[src/rtl/alu_pkg.sv]
// Purpose: shared op codes, buffer state encoding and result entry layout for the ALU result stage.
// Latency: n/a (types, constants and one helper function only).
// Backpressure: n/a.
package alu_pkg;

  typedef enum logic [1:0] {
    OP_ADD = 2'b00,
    OP_SUB = 2'b01,
    OP_AND = 2'b10,
    OP_CMP = 2'b11
  } op_e;

  typedef enum logic [1:0] {
    EMPTY = 2'b00,
    ONE   = 2'b01,
    FULL  = 2'b10
  } state_e;

  // One buffered result: value, op code it came from, and {eq,gt,lt}.
  typedef struct packed {
    logic [4:0] result;
    logic [1:0] sel;
    logic [2:0] flags;
  } entry_t;

  // Bit 4 is only a carry/borrow for add and sub; for and/compare it is not meaningful.
  function automatic logic carry_of(input logic [1:0] sel, input logic [4:0] result);
    return ((op_e'(sel) == OP_ADD) || (op_e'(sel) == OP_SUB)) && result[4];
  endfunction

endpackage

[src/rtl/alu_result_stage_if.sv]
// Purpose: groups the producer-side (ALU) and consumer-side signals of the result stage.
// Latency: n/a (wiring only).
// Backpressure: in_ready toward the ALU, out_ready from the consumer.
// Ports: ALU side in_valid/in_ready/sel/y_add/y_sub/y_and/eq/gt/lt;
//        consumer side out_valid/out_ready/out_result/out_sel/out_flags/out_carry; evt_cnt.
interface alu_result_stage_if;
  logic       in_valid;
  logic       in_ready;
  logic [1:0] sel;
  logic [4:0] y_add;
  logic [4:0] y_sub;
  logic [3:0] y_and;
  logic       eq;
  logic       gt;
  logic       lt;
  logic       out_valid;
  logic       out_ready;
  logic [4:0] out_result;
  logic [1:0] out_sel;
  logic [2:0] out_flags;
  logic       out_carry;
  logic [7:0] evt_cnt;

  // master: drives ALU results and consumer ready (e.g. a test harness)
  modport master (
    output in_valid, sel, y_add, y_sub, y_and, eq, gt, lt, out_ready,
    input  in_ready, out_valid, out_result, out_sel, out_flags, out_carry, evt_cnt
  );

  // slave: the result stage itself
  modport slave (
    input  in_valid, sel, y_add, y_sub, y_and, eq, gt, lt, out_ready,
    output in_ready, out_valid, out_result, out_sel, out_flags, out_carry, evt_cnt
  );
endinterface

[src/rtl/alu_result_sel.sv]
// Purpose: combinational select of the ALU result by op code, plus the carry/borrow bit.
// Latency: 0 cycles (pure combinational).
// Backpressure: none; no handshake.
// Ports: i_sel, i_y_add, i_y_sub, i_y_and, i_eq, i_gt, i_lt in; o_result[4:0], o_carry out.
module alu_result_sel
  import alu_pkg::*;
(
  input  logic [1:0] i_sel,
  input  logic [4:0] i_y_add,
  input  logic [4:0] i_y_sub,
  input  logic [3:0] i_y_and,
  input  logic       i_eq,
  input  logic       i_gt,
  input  logic       i_lt,
  output logic [4:0] o_result,
  output logic       o_carry
);

  logic [4:0] w_result;

  always_comb begin
    w_result = '0;
    case (op_e'(i_sel))
      OP_ADD:  w_result = i_y_add;
      OP_SUB:  w_result = i_y_sub;
      OP_AND:  w_result = {1'b0, i_y_and};
      OP_CMP:  w_result = {2'b00, i_eq, i_gt, i_lt};
      default: w_result = '0;
    endcase
  end

  assign o_result = w_result;
  assign o_carry  = carry_of(i_sel, w_result);

endmodule

[src/rtl/alu_result_stage.sv]
// Purpose: 2-entry in-order buffer for ALU results with EMPTY/ONE/FULL control FSM.
// Latency: 1 cycle from push to out_* when empty.
// Backpressure: in_ready drops only in FULL (state-decoded, no path from out_ready).
// Ports: clk, rst (sync, active-high), bus (alu_result_stage_if.slave).
// Optional feature: define ALU_RESULT_EVT_CNT_EN for a saturating carry-event counter on evt_cnt.
module alu_result_stage
  import alu_pkg::*;
(
  input  logic                 clk,
  input  logic                 rst,
  alu_result_stage_if.slave    bus
);

  state_e     r_state;
  state_e     w_state_nxt;
  entry_t     r_head;
  entry_t     r_tail;
  entry_t     w_new;
  logic [4:0] w_result;
  logic       w_carry;
  logic       w_in_ready;
  logic       w_out_valid;
  logic       w_push;
  logic       w_pop;
  logic       w_head_new;
  logic       w_head_tail;
  logic       w_tail_new;

  alu_result_sel u_sel (
    .i_sel    (bus.sel),
    .i_y_add  (bus.y_add),
    .i_y_sub  (bus.y_sub),
    .i_y_and  (bus.y_and),
    .i_eq     (bus.eq),
    .i_gt     (bus.gt),
    .i_lt     (bus.lt),
    .o_result (w_result),
    .o_carry  (w_carry)
  );

  assign w_new = '{result: w_result, sel: bus.sel, flags: {bus.eq, bus.gt, bus.lt}};

  // Gating with rst keeps the handshake closed for the whole reset cycle, so any
  // push or pop attempted while rst is high never takes effect.
  assign w_in_ready  = !rst && (r_state != FULL);
  assign w_out_valid = !rst && (r_state != EMPTY);
  assign w_push      = bus.in_valid && w_in_ready;
  assign w_pop       = w_out_valid && bus.out_ready;

  always_ff @(posedge clk) begin
    if (rst) begin
      r_state <= EMPTY;
    end else begin
      r_state <= w_state_nxt;
    end
  end

  always_comb begin
    w_state_nxt = r_state;
    w_head_new  = 1'b0;
    w_head_tail = 1'b0;
    w_tail_new  = 1'b0;
    case (r_state)
      EMPTY: begin
        if (w_push) begin
          w_state_nxt = ONE;
          w_head_new  = 1'b1;
        end
      end
      ONE: begin
        if (w_push && w_pop) begin
          // old head leaves and the new entry replaces it in place
          w_head_new = 1'b1;
        end else if (w_push) begin
          w_state_nxt = FULL;
          w_tail_new  = 1'b1;
        end else if (w_pop) begin
          w_state_nxt = EMPTY;
        end
      end
      FULL: begin
        if (w_pop) begin
          w_state_nxt = ONE;
          w_head_tail = 1'b1;
        end
      end
      default: w_state_nxt = EMPTY;
    endcase
  end

  always_ff @(posedge clk) begin
    if (rst) begin
      r_head <= '0;
      r_tail <= '0;
    end else begin
      if (w_head_new) begin
        r_head <= w_new;
      end else if (w_head_tail) begin
        r_head <= r_tail;
      end
      if (w_tail_new) begin
        r_tail <= w_new;
      end
    end
  end

  assign bus.in_ready   = w_in_ready;
  assign bus.out_valid  = w_out_valid;
  assign bus.out_result = rst ? 5'd0 : r_head.result;
  assign bus.out_sel    = rst ? 2'd0 : r_head.sel;
  assign bus.out_flags  = rst ? 3'd0 : r_head.flags;
  assign bus.out_carry  = !rst && carry_of(r_head.sel, r_head.result);

`ifdef ALU_RESULT_EVT_CNT_EN
  logic [7:0] r_evt_cnt;

  always_ff @(posedge clk) begin
    if (rst) begin
      r_evt_cnt <= '0;
    end else if (w_push && w_carry && (r_evt_cnt != 8'hFF)) begin
      r_evt_cnt <= r_evt_cnt + 8'd1;
    end
  end

  assign bus.evt_cnt = rst ? 8'd0 : r_evt_cnt;
`else
  logic w_unused_carry;
  assign w_unused_carry = w_carry;
  assign bus.evt_cnt    = 8'd0;
`endif

endmodule

[src/flat_wrapper.sv]
// flat-port wrapper written by rule: the top's interface ports become plain ports
module alu_result_stage_flat import alu_pkg::*;
  (clk, rst, bus_in_valid, bus_sel, bus_y_add, bus_y_sub, bus_y_and, bus_eq, bus_gt, bus_lt, bus_out_ready, bus_in_ready, bus_out_valid, bus_out_result, bus_out_sel, bus_out_flags, bus_out_carry, bus_evt_cnt);
  alu_result_stage_if bus_i ();
  input  logic clk;
  input  logic rst;
  input wire logic [$bits(bus_i.in_valid)-1:0] bus_in_valid;
  input wire logic [$bits(bus_i.sel)-1:0] bus_sel;
  input wire logic [$bits(bus_i.y_add)-1:0] bus_y_add;
  input wire logic [$bits(bus_i.y_sub)-1:0] bus_y_sub;
  input wire logic [$bits(bus_i.y_and)-1:0] bus_y_and;
  input wire logic [$bits(bus_i.eq)-1:0] bus_eq;
  input wire logic [$bits(bus_i.gt)-1:0] bus_gt;
  input wire logic [$bits(bus_i.lt)-1:0] bus_lt;
  input wire logic [$bits(bus_i.out_ready)-1:0] bus_out_ready;
  output wire logic [$bits(bus_i.in_ready)-1:0] bus_in_ready;
  output wire logic [$bits(bus_i.out_valid)-1:0] bus_out_valid;
  output wire logic [$bits(bus_i.out_result)-1:0] bus_out_result;
  output wire logic [$bits(bus_i.out_sel)-1:0] bus_out_sel;
  output wire logic [$bits(bus_i.out_flags)-1:0] bus_out_flags;
  output wire logic [$bits(bus_i.out_carry)-1:0] bus_out_carry;
  output wire logic [$bits(bus_i.evt_cnt)-1:0] bus_evt_cnt;
  assign bus_i.in_valid = bus_in_valid;
  assign bus_i.sel = bus_sel;
  assign bus_i.y_add = bus_y_add;
  assign bus_i.y_sub = bus_y_sub;
  assign bus_i.y_and = bus_y_and;
  assign bus_i.eq = bus_eq;
  assign bus_i.gt = bus_gt;
  assign bus_i.lt = bus_lt;
  assign bus_i.out_ready = bus_out_ready;
  assign bus_in_ready = bus_i.in_ready;
  assign bus_out_valid = bus_i.out_valid;
  assign bus_out_result = bus_i.out_result;
  assign bus_out_sel = bus_i.out_sel;
  assign bus_out_flags = bus_i.out_flags;
  assign bus_out_carry = bus_i.out_carry;
  assign bus_evt_cnt = bus_i.evt_cnt;
  alu_result_stage u_core (.clk(clk), .rst(rst), .bus(bus_i));
endmodule
[config.mk]
export PLATFORM = sky130hd
export DESIGN_NAME = alu_result_stage_flat
export DESIGN_NICKNAME = d
export VERILOG_FILES = /design/src/rtl/alu_pkg.sv /design/src/rtl/alu_result_stage_if.sv /design/src/rtl/alu_result_sel.sv /design/src/rtl/alu_result_stage.sv /design/src/flat_wrapper.sv
export SDC_FILE = /design/constraint.sdc
export NUM_CORES = 1
export LEC_CHECK = 0
export CAP_MARGIN = 15
export CORE_UTILIZATION = 30
export CTS_CLUSTER_SIZE = 28
export DETAILED_ROUTE_END_ITERATION = 8
export PLACE_DENSITY = 0.63
export SLEW_MARGIN = 30
export SYNTH_ARGS = -nofsm -noshare
export SYNTH_HDL_FRONTEND = slang
export SYNTH_SLANG_ARGS = --single-unit
export TNS_END_PERCENT = 30
[constraint.sdc]
create_clock -name clk -period 2 [get_ports clk]
set_input_delay 0.6 -clock clk [delete_from_list [all_inputs] [get_ports clk]]
set_output_delay 0.6 -clock clk [all_outputs]
set_load 0.1 [all_outputs]
==> impl_metrics.env <==
export IMPL_synth_ff_type="dfxtp_1"
export IMPL_synth_warnings=0
export IMPL_clk_pin_slew_worst_paths_ns=0.08
export IMPL_cpMaxStageDelayCell="bufbuf_16"
export IMPL_crit_fanout=5
export IMPL_clock_fmax_mhz=517
export IMPL_p_total_uw=1360
export IMPL_grt_pass1_vias=1160
export IMPL_ir_worst_vdd_mv=0.296
export IMPL_die_w_um=67.8
export IMPL_wirelength_mm=3.40
export IMPL_post_cts_buffers=0
export IMPL_drtPass1Iterations=5
export IMPL_die_h_um=67.8
export IMPL_synth_cell_types=36
export IMPL_slew_viol_final=0
export IMPL_syn_inst=141
export IMPL_die_area_um2=4600
export IMPL_clock_sinks=22
export IMPL_final_area_um2=2100
export IMPL_numCtsBuffers=3
export IMPL_finalCriticalPeriod_ns=1.93
export IMPL_async_reset_ff_share_pct=0
export IMPL_seq_area_frac_synth_pct=33.9
export IMPL_crit_required_ns=1.40
export IMPL_final_layout_size_suffix_gt1_share_pct=35.6
export IMPL_via_per_inst=5.21
export IMPL_hold_violations=0
export IMPL_ctsHoldBuffers=0
export IMPL_final_nets=212
export IMPL_grt_overflow_total=0
export IMPL_antenna_cells=0
export IMPL_vias=1240
export IMPL_insertion_delay_ns=0.26
export IMPL_postRouteAntennaNets=0
export IMPL_grt_setup_unrepaired="no"
export IMPL_cts_buffer_depth=2
export IMPL_power_density_nw_per_um2=646
export IMPL_finalCritPeriodShare_pct=96.7
export IMPL_synth_edf_count=0
export IMPL_critPathCaptureType="output port"
export IMPL_synth_area_um2=1300
export IMPL_synthDominantCellAreaShare_pct=33.9
export IMPL_dp_cells=232
export IMPL_maxCapViolCount=0
export IMPL_synth_most_common_cell="dfxtp_1"
export IMPL_power_leakage_uw=0.000782
export IMPL_avgSynthCellArea_um2=9.22
export IMPL_synth_area_leaders="dfxtp_1 (34%), mux2i_1 (6.9%), nor2b_1 (6.3%)"
export IMPL_yosys_top_cells_count="dfxtp_1 (22), a21oi_1 (14), nor2b_1 (13)"
export IMPL_start_util_pct=31.8
export IMPL_cp_slowest_stage_delay_ns=0.29
export IMPL_io_pins=44
export IMPL_num_rows=23
export IMPL_path_buf_inv=3
export IMPL_hpwl_mm=2.37
export IMPL_cts_root_buf="clkbuf_8"
export IMPL_final_cells=238
export IMPL_wl_per_cell_um=14.3
export IMPL_syn_to_final_growth_pct=61.7
export IMPL_grt_start_max_net_pins=20
export IMPL_drcViolationCount=0
export IMPL_dpl_cell_area_um2=1950
export IMPL_gp_congestion=0.759
export IMPL_first_iter_violations=40
export IMPL_path_class="input port to output port"
export IMPL_setup_viol_count_final=0
export IMPL_worst_setup_path_start_kind="input port"
export IMPL_synth_seq_cells=22
export IMPL_antenna_found_initial=0
export IMPL_cp_cell_sequence="buf_2 -> bufbuf_16 -> nor2b_4 -> buf_12"
export IMPL_critPathTopFamily="buffers and inverters"
export IMPL_grt_use_total_pct=15.4
export IMPL_clock_skew_ns=0.00628
export IMPL_status="finished, final reports clean"
export IMPL_synth_top_cell_by_area="dfxtp_1"
export IMPL_grt_pass1_wl_mm=5.31
export IMPL_htree_levels=1
export IMPL_fin_setup_tns_ns=0
export IMPL_critPathArrivalTime_ns=1.33
export IMPL_core_area_um2=4090
export IMPL_hold_class="flip-flop to flip-flop"
export IMPL_final_util_pct=51.4
export IMPL_port_buffers=35
export IMPL_cts_tree="done"
repair_timing:
action                                  4_1_cts  5_1_grt
gates resized for setup                       8        1
hold endpoints to repair                      0        0
endpoints found under the setup margin       14        2
cloned                                        2        0
routing by layer:
layer | share of wire (%) | global-route usage, %
met2 | 49 | 27.5
met1 | 44 | 18.5
met5 | 0 | 0
met4 | 0.79 | 6.25
met3 | 6.2 | 1.83
report_power, final:
part           total [uW]  internal [uW]  switching (uW)  leakage [uW]
sequential            474            460            13.8      0.000180
clock                 415            267             148     0.0000357
combinational         468            194             275      0.000567
cell usage in the layout, fill, tap and decap left out, types with 3 or more instances in the layout:
master	count
nor3_1	7
a21oi_1	14
o21ai_1	5
buf_4	18
conb_1	8
o21ai_2	4
mux4_2	3
nor2_1	3
a211oi_1	7
mux2i_1	9
buf_12	15
clkbuf_8	3
nor2b_4	7
dfxtp_1	22
nor2b_2	4
clkdlybuf4s50_1	20
nand3_1	8
registers in the layout, indices dropped and copies added (netlist names):
register and flops:
u_core.r_tail 10, u_core.r_state 2, u_core.r_head 10
worst min-delay path, delay by kind of cell (launching register included):
kind,cells,cell delay [ns]
flip-flops,1,0.33
AO/OA/AOI/OAI,2,0.10
stage by stage:
step,hold slack [ns],setup slack (ns)
after floorplan,0.440,-0.348
final,0.467,0.0658
after global placement,0.446,-0.282
after detailed placement,0.459,-0.290
after CTS,0.467,0.0482
after global routing,0.492,0.0182
kinds of logic after synthesis:
family | after synthesis | share of synthesized area (%)
buf+inv | 23 | 12.4
simple gates | 44 | 20.2
mux | 15 | 15.0
flops | 22 | 33.9
compound gates | 36 | 18.2
other cells | 1 | 0.288
path summary, 6_finish.rpt:
check | start | to | slack [ns] | cells past startpoint
worst min-delay path | u_core.r_tail[7] | u_core.r_tail[7] | 0.47 | 2
worst min register to register | u_core.r_tail[7] | u_core.r_tail[7] | 0.47 | 2
worst max-delay path | rst | bus_out_result[3] | 0.07 | 4
worst max register to register | u_core.r_state[1] | u_core.r_head[4] | 0.52 | 4
cell type report:
class	instances	area, um^2
Timing Repair Buffer	57	718
Clock buffer	3	41.3
Clock inverter	1	30.0
Sequential cell	22	440
Fill cell	361	1980
Inverter	2	7.51
Tap cell	50	62.6
Multi-Input combinational cell	103	802
Power figures use the tool's default switching activity.
==> patch 1: new RTL, same settings <==
Encoding of `state_e`: now one-hot (3 bits for 3 states).
--- a/src/rtl/alu_pkg.sv
+++ b/src/rtl/alu_pkg.sv
@@ -10,10 +10,10 @@
     OP_CMP = 2'b11
   } op_e;
 
-  typedef enum logic [1:0] {
-    EMPTY = 2'b00,
-    ONE   = 2'b01,
-    FULL  = 2'b10
+  typedef enum logic [2:0] {
+    EMPTY = 3'b001,
+    ONE   = 3'b010,
+    FULL  = 3'b100
   } state_e;
 
   // One buffered result: value, op code it came from, and {eq,gt,lt}.
Function: no difference found for any inputs over 10 cycles, from zero or initial values and one cycle with rst high; not proved beyond that.
==> patch 1 against the unedited design <==
Count of clock-buffer cells in the layout grew 1; fmax grew 0.59%; first-iteration DRC count grew 23%; critical path depth grew 1; total power shrank 13%; routed wire length shrank 5.8%; via count shrank 7.7%; sequential share of layout area grew 1.7 points; worst setup slack gained 0.011 ns; global-route usage shrank 1.0 points; final area shrank 3.2%; area after synthesis shrank 4.8%; sequential cell count grew 1; critical path type unchanged; highest routed layer unchanged.
==> patch 1: results <==
group,metric,value,unit
outcome,status,"finished, final reports clean",
routing,met2_length,1.602,mm
layout,layout-drive-gt1-share,0.3443,
global_routing,grt_max_degree,13,
layout,seq_cells,23,
hold_path,holdCritStartpoint,"u_core.r_tail[8]$_SDFFE_PP0P_",
layout,fillCellCount,339,
layout,nMultiInputCombCells,99,
global_routing,use_met3,0.01552,
sta,hold_ws,0.4934,ns
layout,multi_input_area_share,0.3868,
routing,drt_iter0_drc,49,
synthesis,yosysUniqueCellTypes,25,
worst_setup_path,reg2reg_to,"u_core.r_head[7]$_SDFFE_PP0P_",
place,place_ws,-0.3199,ns
place,dp_hpwl,2.324,mm
routing,wl_met1,1.395,mm
routing,wl_met3,167,µm
worst_setup_path,ff2ff_path_depth,5,
global_routing,met2_usage,0.2513,
synthesis,synth_compound_area_frac,0.1072,
clock_tree,postCtsSetupBuffers,3,
power,power_leakage,0.8374,nW
synthesis,synth.area.top_cells,"dfxtp_1, mux2i_1, nor2_1",
layout,clk_share,0.02214,
sta,skew,0.003357,ns
layout,nonClockBufferCount,56,
layout,reg_top3,"u_core.r_head (10), u_core.r_tail (10), u_core.r_state (3)",
routing,highest_layer,"met4",
synthesis,synth-seq-area-share,0.3721,
place,routabilityCongestion,0.9018,
routing,dr.pass1.iters,4,
sta,drv_slew,0,
synthesis,syn_area_per_cell,9.235,µm²
layout,area_growth,64.41,%
layout,final_nets,207,
layout,register_area,460.4,µm²
synthesis,synth_commonest_cells,"nor2_1, dfxtp_1, mux2i_1",
synthesis,synth_mux_area_frac,0.2326,
place,dpl_cell_area,1887,µm²
worst_setup_path,critical_path_arrival,1.32,ns
layout,bufAreaShareNonClock,0.3333,
worst_setup_path,worst-r2r-setup-slack,0.31,ns
global_routing,grt_usage,0.1438,
global_routing,grt_pass1_wl,4.774,mm
routing,vias_per_cell,4.957,
power,ir_drop,0.2873,mV
synthesis,synth_xor_area_frac,0.007078,
layout,inverters_excl_clock,1,
layout,clock_buffers,4,
place,dp_cells,222,
routing,vias,1145,
global_routing,met1_usage,0.1807,
clock_tree,numCtsBuffers,3,
clock_tree,cts-resized-gates,6,
## patch 1: worst max path at each step
stage,depth (start not counted),end,slack (ns),from
finish,5,bus_out_carry,0.08,rst
floorplan,3,bus_out_carry,-0.50,rst
detailed placement,5,bus_out_carry,-0.32,rst
global placement,5,bus_out_carry,-0.31,rst
global route,8,u_core.r_tail[3]$_SDFFE_PP0P_,0.006,rst
CTS,6,u_core.r_head[4]$_SDFFE_PP0P_,0.003,bus_out_ready
## patch 1: where the power goes
part / total [mW] / switching [mW] / internal (mW) / leakage, nW
clock: 0.280 / 0.138 / 0.142 / 0.0228
combinational: 0.414 / 0.247 / 0.168 / 0.627
sequential: 0.491 / 0.0142 / 0.476 / 0.187
total: 1.18 / 0.399 / 0.786 / 0.837
## patch 1: worst max-delay path, stage by stage
cell and delay (ns):
buf_2 0.14, buf_12 0.14, nor2b_4 0.10, nor2b_4 0.16, buf_12 0.18
==> patch 2: new RTL, same settings <==
Without the edit above. Add a define of `ALU_RESULT_EVT_CNT_EN`.
--- a/src/rtl/alu_result_stage.sv
+++ b/src/rtl/alu_result_stage.sv
@@ -3,6 +3,8 @@
 // Backpressure: in_ready drops only in FULL (state-decoded, no path from out_ready).
 // Ports: clk, rst (sync, active-high), bus (alu_result_stage_if.slave).
 // Optional feature: define ALU_RESULT_EVT_CNT_EN for a saturating carry-event counter on evt_cnt.
+`define ALU_RESULT_EVT_CNT_EN
+
 module alu_result_stage
   import alu_pkg::*;
 (
Function: changed (a bounded check fails within 4 cycles, from zero or initial values and one cycle with rst high).
==> patch 2 against the unedited design <==
Area after synthesis up 24%; global-route usage shrank 0.70 points; synthesized cell count increased by 23%; routed wire length up 12%; die area grew 24%; register-to-register slack lost 0.05 ns; utilization is 1.0 points lower; sequential cell count rose by 8; total power increased by 7.2%; worst setup slack got worse by 0.016 ns; final area increased by 23%; fmax fell by 0.80%; critical path type unchanged; largest power group unchanged.
==> patch 2: results <==
group,metric,value,unit
global_routing,grt_max_degree,21,
layout,final-instance-count-excl-fill,298,
global_routing,use_met3,0.04101,
routing,met2_length,1.879,mm
power,powerSeq,0.636,mW
synthesis,synth-seq-area-share,0.3718,
hold_path,holdPathEnd,"u_core.r_tail[9]$_SDFFE_PP0P_",
routing,vias,1457,
synthesis,synth_commonest_cells,"dfxtp_1, nor2_1, mux2i_1",
sta,skew,0.009218,ns
global_routing,grt_pass1_wl,6.223,mm
layout,reg_top3,"u_core.r_head (10), u_core.r_tail (10), u_core.r_evt_cnt (8)",
routing,wl_met3,119,µm
clock_tree,cts_max_level,2,
place,dpl_cell_area,2507,µm²
clock_tree,cts-resized-gates,0,
power,seq_power_share,0.437,
power,power.internal,1.025,mW
sta,hold_ws,0.5025,ns
routing,dr.pass1.iters,4,
global_routing,grt_pass1_vias,1359,
outcome,status,"finished, final reports clean",
routing,drt_iter0_drc,57,
power,power_leakage,1.006,nW
synthesis,synth-adder-area-share,0.007746,
global_routing,met1_usage,0.1897,
synthesis,synth_compound_area_frac,0.1177,
worst_setup_path,max_stage_delay,0.21,ns
place,dp_hpwl,2.893,mm
place,dp_cells,291,
worst_setup_path,cpMaxStageDelayCell,"buf_4",
place,routabilityCongestion,0.8687,
worst_setup_path,worst-r2r-setup-slack,0.47,ns
routing,drt-wirelength-per-cell,12.81,µm
worst_setup_path,critPathMaxFanout,11,
synthesis,syn_inst,173,
power,pg_clk,0.443,mW
clock_tree,numCtsBuffers,5,
global_routing,grt_usage,0.1468,
==> patch 2: cell count changes in the layout (fill, tap and decap cells not counted), sizes merged, moves of 3 or more <==
cell	unedited run	this run
and3	0	3
mux2i	9	22
nand3	8	4
a31oi	0	4
nor2b	13	20
o21ai	9	2
conb	8	0
a21oi	14	5
nor2	5	31
a211oi	7	11
buf	34	38
dfxtp	22	30
nor3	8	2
==> patch 2: layout make-up <==
class                           instances  area (µm²)
Sequential cell                        30       600.6
Clock inverter                          2       10.01
Fill cell                             516        2549
Clock buffer                            5       68.82
Multi-Input combinational cell        129        1032
Tap cell                               70       87.58
Inverter                                3       11.26
Timing Repair Buffer                   59       780.7
==> patch 2: stage by stage <==
stage | TNS, ns | setup slack (ns) | utilization
global placement | -0.7537 | -0.08301 | 0.4878
finish | 0 | 0.05026 | 0.5041
global route | 0 | 0.01141 | 0.5041
detailed placement | -0.9822 | -0.1193 | 0.4878
CTS | 0 | 0.02688 | 0.5032
floorplan | -4.503 | -0.4756 | -
